<file path="src/rtl/riscv_pkg.sv">
// Shared RISC-V definitions: load/store size encodings (also used by the decoder)
// and the load/store unit state type.
package riscv_pkg;

  localparam int NUM_LANES = 4;
  localparam int VEC_W     = 8;

  localparam logic [2:0] LDST_B  = 3'd0;
  localparam logic [2:0] LDST_H  = 3'd1;
  localparam logic [2:0] LDST_W  = 3'd2;
  localparam logic [2:0] LDST_BU = 3'd4;
  localparam logic [2:0] LDST_HU = 3'd5;

  typedef enum logic [1:0] {IDLE = 2'd0, WAIT = 2'd1, DONE = 2'd2} lsu_state_t;
  typedef enum logic [1:0] {SZ_BYTE, SZ_HALF, SZ_WORD} lsu_width_t;

  // Unused encodings (3, 6, 7) fold onto word accesses.
  function automatic lsu_width_t ldst_width(input logic [2:0] size);
    case (size)
      LDST_B, LDST_BU: return SZ_BYTE;
      LDST_H, LDST_HU: return SZ_HALF;
      default:         return SZ_WORD;
    endcase
  endfunction

endpackage

</file>
<file path="src/rtl/riscv_lsu_if.sv">
// Core-side request/stall port and memory-side ready-handshake port of the LSU.
interface riscv_lsu_if;
  logic        core_req_i;
  logic        core_we_i;
  logic [2:0]  core_size_i;
  logic [31:0] core_addr_i;
  logic [31:0] core_wd_i;
  logic [31:0] core_rd_o;
  logic        core_stall_o;

  logic        mem_req_o;
  logic        mem_we_o;
  logic [3:0]  mem_be_o;
  logic [31:0] mem_addr_o;
  logic [31:0] mem_wd_o;
  logic [31:0] mem_rd_i;
  logic        mem_ready_i;

  modport lsu (
    input  core_req_i, core_we_i, core_size_i, core_addr_i, core_wd_i,
    output core_rd_o, core_stall_o,
    output mem_req_o, mem_we_o, mem_be_o, mem_addr_o, mem_wd_o,
    input  mem_rd_i, mem_ready_i
  );

  modport core_master (
    output core_req_i, core_we_i, core_size_i, core_addr_i, core_wd_i,
    input  core_rd_o, core_stall_o
  );

  modport mem_slave (
    input  mem_req_o, mem_we_o, mem_be_o, mem_addr_o, mem_wd_o,
    output mem_rd_i, mem_ready_i
  );
endinterface

</file>
<file path="src/rtl/riscv_lsu.sv">
// Load/store unit: stalls the core while a word-organised memory completes the
// access, generates byte enables / replicated store data and extends load data.
module riscv_lsu
  import riscv_pkg::*;
(
  input  logic       clk_i,
  input  logic       rst_ni,
  riscv_lsu_if.lsu   bus
);

  lsu_state_t  state_q, state_d;
  logic [1:0]  off_q;
  logic [2:0]  size_q;
  logic [31:0] rdata_q;
  logic        mem_req;
  logic [3:0]  be_raw;
  logic [NUM_LANES-1:0][VEC_W-1:0] wd_rep, rd_lanes;
  logic [1:0]  fmt_off;
  logic [2:0]  fmt_size;
  logic [15:0] rd_half;
  logic [7:0]  rd_byte;
  logic [31:0] rd_fmt;
  logic        capture;

  always_ff @(posedge clk_i or negedge rst_ni)
    if (!rst_ni) state_q <= IDLE;
    else         state_q <= state_d;

  always_comb begin
    state_d = state_q;
    case (state_q)
      IDLE:    if (bus.core_req_i) state_d = bus.mem_ready_i ? DONE : WAIT;
      WAIT:    if (bus.mem_ready_i) state_d = DONE;
      default: state_d = IDLE;
    endcase
  end

  // Reset gates the request combinationally so an abandoned access drops at once.
  always_comb begin
    mem_req = 1'b0;
    case (state_q)
      IDLE:    mem_req = bus.core_req_i;
      WAIT:    mem_req = 1'b1;
      default: mem_req = 1'b0;
    endcase
    mem_req = mem_req & rst_ni;
  end

  assign bus.mem_req_o    = mem_req;
  assign bus.mem_we_o     = mem_req & bus.core_we_i;
  assign bus.mem_addr_o   = bus.core_addr_i;
  assign bus.mem_be_o     = mem_req ? be_raw : 4'b0000;
  assign bus.mem_wd_o     = wd_rep;
  assign bus.core_stall_o = rst_ni & bus.core_req_i & (state_q != DONE);
  assign bus.core_rd_o    = rdata_q;

  always_comb begin
    be_raw = 4'b1111;
    wd_rep = bus.core_wd_i;
    case (ldst_width(bus.core_size_i))
      SZ_BYTE: begin
        be_raw = 4'b0001 << bus.core_addr_i[1:0];
        for (int i = 0; i < NUM_LANES; i++) wd_rep[i] = bus.core_wd_i[7:0];
      end
      SZ_HALF: begin
        be_raw = 4'b0011 << {bus.core_addr_i[1], 1'b0};
        for (int i = 0; i < NUM_LANES; i++) wd_rep[i] = bus.core_wd_i[(i%2)*VEC_W +: VEC_W];
      end
      default: ;
    endcase
  end

  // A zero-wait access completes in IDLE, before the offset/size latch is loaded.
  assign fmt_off  = (state_q == IDLE) ? bus.core_addr_i[1:0] : off_q;
  assign fmt_size = (state_q == IDLE) ? bus.core_size_i      : size_q;
  assign rd_lanes = bus.mem_rd_i;
  assign rd_byte  = rd_lanes[fmt_off];
  assign rd_half  = fmt_off[1] ? bus.mem_rd_i[31:16] : bus.mem_rd_i[15:0];

  always_comb begin
    rd_fmt = bus.mem_rd_i;
    case (fmt_size)
      LDST_B:  rd_fmt = {{24{rd_byte[7]}}, rd_byte};
      LDST_BU: rd_fmt = {24'h0, rd_byte};
      LDST_H:  rd_fmt = {{16{rd_half[15]}}, rd_half};
      LDST_HU: rd_fmt = {16'h0, rd_half};
      default: ;
    endcase
  end

  // A withdrawn request still finishes on the bus but its data is dropped.
  assign capture = mem_req & bus.mem_ready_i & bus.core_req_i & ~bus.core_we_i;

  always_ff @(posedge clk_i or negedge rst_ni)
    if (!rst_ni) begin
      off_q   <= 2'b00;
      size_q  <= 3'b000;
      rdata_q <= 32'h0;
    end else begin
      if (state_q == IDLE && bus.core_req_i) begin
        off_q  <= bus.core_addr_i[1:0];
        size_q <= bus.core_size_i;
      end
      if (capture) rdata_q <= rd_fmt;
    end

endmodule

</file>
<file path="src/flat_wrapper.sv">
// flat-port wrapper written by rule: the top's interface ports become plain ports
module riscv_lsu_flat import riscv_pkg::*;
  (clk_i, rst_ni, bus_core_req_i, bus_core_we_i, bus_core_size_i, bus_core_addr_i, bus_core_wd_i, bus_core_rd_o, bus_core_stall_o, bus_mem_req_o, bus_mem_we_o, bus_mem_be_o, bus_mem_addr_o, bus_mem_wd_o, bus_mem_rd_i, bus_mem_ready_i);
  riscv_lsu_if bus_i ();
  input  logic clk_i;
  input  logic rst_ni;
  input wire logic [$bits(bus_i.core_req_i)-1:0] bus_core_req_i;
  input wire logic [$bits(bus_i.core_we_i)-1:0] bus_core_we_i;
  input wire logic [$bits(bus_i.core_size_i)-1:0] bus_core_size_i;
  input wire logic [$bits(bus_i.core_addr_i)-1:0] bus_core_addr_i;
  input wire logic [$bits(bus_i.core_wd_i)-1:0] bus_core_wd_i;
  output wire logic [$bits(bus_i.core_rd_o)-1:0] bus_core_rd_o;
  output wire logic [$bits(bus_i.core_stall_o)-1:0] bus_core_stall_o;
  output wire logic [$bits(bus_i.mem_req_o)-1:0] bus_mem_req_o;
  output wire logic [$bits(bus_i.mem_we_o)-1:0] bus_mem_we_o;
  output wire logic [$bits(bus_i.mem_be_o)-1:0] bus_mem_be_o;
  output wire logic [$bits(bus_i.mem_addr_o)-1:0] bus_mem_addr_o;
  output wire logic [$bits(bus_i.mem_wd_o)-1:0] bus_mem_wd_o;
  input wire logic [$bits(bus_i.mem_rd_i)-1:0] bus_mem_rd_i;
  input wire logic [$bits(bus_i.mem_ready_i)-1:0] bus_mem_ready_i;
  assign bus_i.core_req_i = bus_core_req_i;
  assign bus_i.core_we_i = bus_core_we_i;
  assign bus_i.core_size_i = bus_core_size_i;
  assign bus_i.core_addr_i = bus_core_addr_i;
  assign bus_i.core_wd_i = bus_core_wd_i;
  assign bus_core_rd_o = bus_i.core_rd_o;
  assign bus_core_stall_o = bus_i.core_stall_o;
  assign bus_mem_req_o = bus_i.mem_req_o;
  assign bus_mem_we_o = bus_i.mem_we_o;
  assign bus_mem_be_o = bus_i.mem_be_o;
  assign bus_mem_addr_o = bus_i.mem_addr_o;
  assign bus_mem_wd_o = bus_i.mem_wd_o;
  assign bus_i.mem_rd_i = bus_mem_rd_i;
  assign bus_i.mem_ready_i = bus_mem_ready_i;
  riscv_lsu u_core (.clk_i(clk_i), .rst_ni(rst_ni), .bus(bus_i));
endmodule
</file>
<file path="config.mk">
export PLATFORM = sky130hd
export DESIGN_NAME = riscv_lsu_flat
export DESIGN_NICKNAME = d
export VERILOG_FILES = /design/src/rtl/riscv_pkg.sv /design/src/rtl/riscv_lsu_if.sv /design/src/rtl/riscv_lsu.sv /design/src/flat_wrapper.sv
export SDC_FILE = /design/constraint.sdc
export NUM_CORES = 1
export LEC_CHECK = 0
export CORE_UTILIZATION = 31
export DETAILED_ROUTE_END_ITERATION = 6
export PLACE_DENSITY = 0.78
export SLEW_MARGIN = 20
export SYNTH_ARGS = -nofsm -noshare
export SYNTH_HDL_FRONTEND = slang
export SYNTH_SLANG_ARGS = --single-unit
</file>
<file path="constraint.sdc">
create_clock -name clk_i -period 2.11 [get_ports clk_i]
set_input_delay 0.3165 -clock clk_i [delete_from_list [all_inputs] [get_ports clk_i]]
set_output_delay 0.3165 -clock clk_i [all_outputs]
set_load 0.01 [all_outputs]
</file>
==> flow_summary_export.csv <==
group,metric,value,unit
status,status,"complete, no violations",
final_layout,fillers,767,
final_layout,drive_gt1_frac,0.229,
timing,fin_crit_sh,0.990,
synth,ys_seq_area_frac,0.359,
die,fp.dieArea,9140,sq um
clocking,clock_tree.root_cell,"clkbuf_8",
worst_setup_path,cp-startpoint,"u_core.state_q[0]",
global_route,grt_max_degree,36,
place,routabilityCongestion,0.965,
die,rows,33,
worst_setup_path,setup.worst_path.start_class,"flop",
timing,slew_headroom,0.658,
clocking,cts_inserted_buffers,5,
worst_setup_path,cp_common_cell,"buf_4",
worst_setup_path,slowest_delay,0.42,ns
drt,detail-route-antenna-nets,0,
drt,routed_wirelength,9670,microns
worst_setup_path,timing.reg2reg.worst_path_depth,7,
timing,fin_ws,0.0220,ns
clocking,htree_levels,2,
timing,finalMaxSlewViolations,0,
worst_setup_path,cp.arrival,2.27,ns
worst_setup_path,cp-endpoint,"u_core.bus.core_rd_o[26]",
timing,hold_viol_final,0,
synth,synthCells,281,
place,post-dp-hpwl,7320,microns
final_layout,area_delta_synth_final,63.0,%
final_layout,layout.nets,522,
die,ios,207,
timing,rsz0062_at_grt,"true",
drt,routed_via_density,5.25,
drt,avgRoutedWirePerCell,18.4,microns
worst_setup_path,reg2reg_to,"u_core.bus.core_rd_o[26]",
drt,drcViolationCount,0,
die,die_w,95.6,microns
worst_setup_path,end_kind,"flop",
worst_setup_path,path_class,"reg2reg",
power_and_ir_drop,ir_drop,0.327,mV
synth,syn_area,2720,sq um
die,die_h,95.6,microns
worst_setup_path,cp_num_buf_inv,2,
timing,worstMarginPinSlew,0.513,ns
global_route,antenna_found_initial,1,
worst_setup_path,worst-path-max-fanout,8,
die,start_util,0.326,
worst_setup_path,required,2.29,ns
place,port_buffers,146,
global_route,grt_pass1_wl,14000,microns
clocking,cts_tree,"yes",
place,dp_slack,-0.365,ns
timing,min_period,2.09,ns
timing,setup_viol,0,
worst_setup_path,crit_cells,7,
timing,skew,0.00953,ns
worst_setup_path,r2r-start,"u_core.state_q[0]",
worst_setup_path,cpMaxStageDelayCell,"o31a_4",
die,coreArea,8340,sq um
drt,dr.pass1.iters,4,
synth,avgSynthCellArea,9.67,sq um
worst_setup_path,cp_top_family,"compound AO/OA/AOI/OAI gates",
clocking,insertion_delay,0.30,ns
timing,hold_ws,0.137,ns
worst_hold_path,worstHoldPathType,"in2async",
clocking,clockBufferDepth,2,
worst_setup_path,r2r_slack,0.02,ns
drt,initialDrtViolationCount,257,
global_route,grtUsageTotal,0.201,
global_route,grt_pass1_vias,2698,
clocking,numClockSinks,39,
job,drv_cap,0,
clocking,clkTransAtPathRegs,0.08,ns
power_and_ir_drop,cellPowerDensity,719,nW/um^2
synth,ys_warn_count,0,
power_and_ir_drop,leakage,0.00190,uW
synth,synth_nets,385,
drt,vias,2758,
global_route,gr-total-overflow,0,
synth,netlist-cell-type-count,45,
timing,fmaxAchievable,0.479,GHz
synth,ys_ff_latch,39,
worst_setup_path,crit_chain,"buf_4 -> buf_4 -> o21a_2 -> o221ai_4 -> a21oi_2 -> o31a_4 -> a221o_1",
-- cell type report --
type | count | area [sq um] | share of cell area
timing repair buffer | 184 | 1740 | 0.392
clock inverter | 3 | 43.8 | 0.00989
sequential | 39 | 977 | 0.221
tap | 105 | 131 | 0.0297
inverter | 5 | 18.8 | 0.00424
clock buffer | 5 | 68.8 | 0.0155
antenna | 1 | 2.50 | 0.000565
multi-input combinational | 183 | 1450 | 0.327
-- worst min-delay path by stage --
| stage | startpoint | to | slack (ns) | cells after the start |
|---|---|---|---|---|
| 2_1_floorplan | rst_ni | u_core.bus.core_rd_o[0] | 0.02 | 0 |
| 3_3_place_gp | rst_ni | u_core.size_q[1] | 0.16 | 1 |
| 3_5_place_dp | rst_ni | u_core.size_q[1] | 0.16 | 1 |
| 4_1_cts | rst_ni | u_core.bus.core_rd_o[15] | 0.13 | 2 |
| 5_1_grt | rst_ni | u_core.bus.core_rd_o[14] | 0.18 | 2 |
| 6_report | rst_ni | u_core.bus.core_rd_o[15] | 0.14 | 2 |
-- power breakdown --
part           switching (uW)  leakage [uW]  internal, uW
sequential                138      0.000475           951
combinational             616       0.00136           845
clock                     281     0.0000581           352
total                    1030       0.00190          2150
-- placed cells by master, fill, tap and decap left out, types with 2 or more instances in the layout --
| cell type | netlist | final |
|---|---|---|
| nor4b_2 | 1 | 2 |
| inv_1 | 5 | 5 |
| o21ai_0 | 14 | 13 |
| a211oi_1 | 2 | 2 |
| buf_4 | 41 | 35 |
| a221oi_1 | 7 | 6 |
| dfrtp_1 | 39 | 38 |
| nand2b_1 | 2 | 2 |
| nor2_2 | 2 | 4 |
| o21ai_1 | 7 | 4 |
| nand2_1 | 13 | 12 |
| nor3_1 | 2 | 2 |
| o31a_4 | 1 | 2 |
| and2_1 | 3 | 3 |
| clkdlybuf4s50_1 | 0 | 120 |
| nand3_2 | 0 | 2 |
| a221o_1 | 16 | 16 |
| a2bb2oi_1 | 5 | 4 |
| mux2_2 | 20 | 20 |
| a21oi_1 | 26 | 26 |
| clkbuf_8 | 0 | 5 |
| dlygate4sd2_1 | 0 | 23 |
| dlymetal6s2s_1 | 0 | 2 |
| o21ai_2 | 0 | 4 |
| nor2_1 | 21 | 19 |
| nor3b_2 | 1 | 2 |
| and3_1 | 2 | 2 |
| mux2i_1 | 16 | 16 |
-- cells by family after synthesis --
| family | synth area share |
|---|---|
| AOI/OAI and AO/OA | 0.245 |
| buffers and inverters | 0.149 |
| and+or+nand+nor | 0.105 |
| DFF | 0.359 |
| muxes | 0.142 |
-- worst reg2reg max path: stages (launching register included) --
cell and delay, ns:
dfrtp_1 0.39, buf_4 0.16, buf_4 0.16, o21a_2 0.26
o221ai_4 0.18, a21oi_2 0.12, o31a_4 0.42, a221o_1 0.28
-- synth_stat cells (all sizes together) --
master,n,area share
a2111oi,2,0.013
a211oi,2,0.0055
a21boi,1,0.0028
a21oi,27,0.051
a221o,16,0.059
a221oi,7,0.023
a22o,1,0.0032
a2bb2oi,5,0.016
a31oi,1,0.0023
and2,3,0.0069
and3,2,0.0046
buf,48,0.13
clkbuf,7,0.0097
dfrtp,39,0.36
inv,5,0.0069
mux2,20,0.083
mux2i,16,0.059
nand2,13,0.018
nand2b,2,0.0046
nand3,2,0.0037
nor2,23,0.034
nor2b,1,0.0023
nor3,2,0.0037
nor3b,2,0.0074
nor4,1,0.0023
nor4b,2,0.0088
o21a,2,0.0055
o21ai,21,0.039
o221ai,1,0.0097
o22a,1,0.0032
o22ai,1,0.0023
o31a,1,0.0064
o41ai,1,0.0032
or2,1,0.0023
or3b,1,0.0032
or4b,1,0.0037
-- timing repair --
item | CTS | global route
hold endpoints to repair | 4 | 0
hold buffers | 1 | 0
resized for setup | 34 | 20
pin swaps | 1 | 4
setup buffers | 2 | 2
cloned | 0 | 1
endpoints found under the setup margin | 55 | 35
-- registers in the layout, summed over array words and instances, names as in the netlist --
register              count
u_core.bus.core_rd_o     32
u_core.size_q             3
u_core.off_q              2
u_core.state_q            2
-- per-stage QoR --
stage | area [sq um] | instances | util | TNS [ns] | total power [uW]
2_1_floorplan | 2720 | 281 | - | 0 | 1720
3_3_place_gp | 4170 | 510 | 0.500 | -11.55 | 2480
3_5_place_dp | 4170 | 510 | 0.500 | -13.55 | 2500
4_1_cts | 4330 | 521 | 0.519 | 0 | 3140
5_1_grt | 4430 | 525 | 0.531 | -0.130 | 3350
6_report | 4430 | 525 | 0.531 | 0 | 3180
-- routing by layer --
layer	track usage	share of wire
met5	0	0
met2	0.329	0.50
met1	0.258	0.40
met4	0.0883	0.035
met3	0.0367	0.062
No activity file was read; power rests on OpenSTA's default activity.
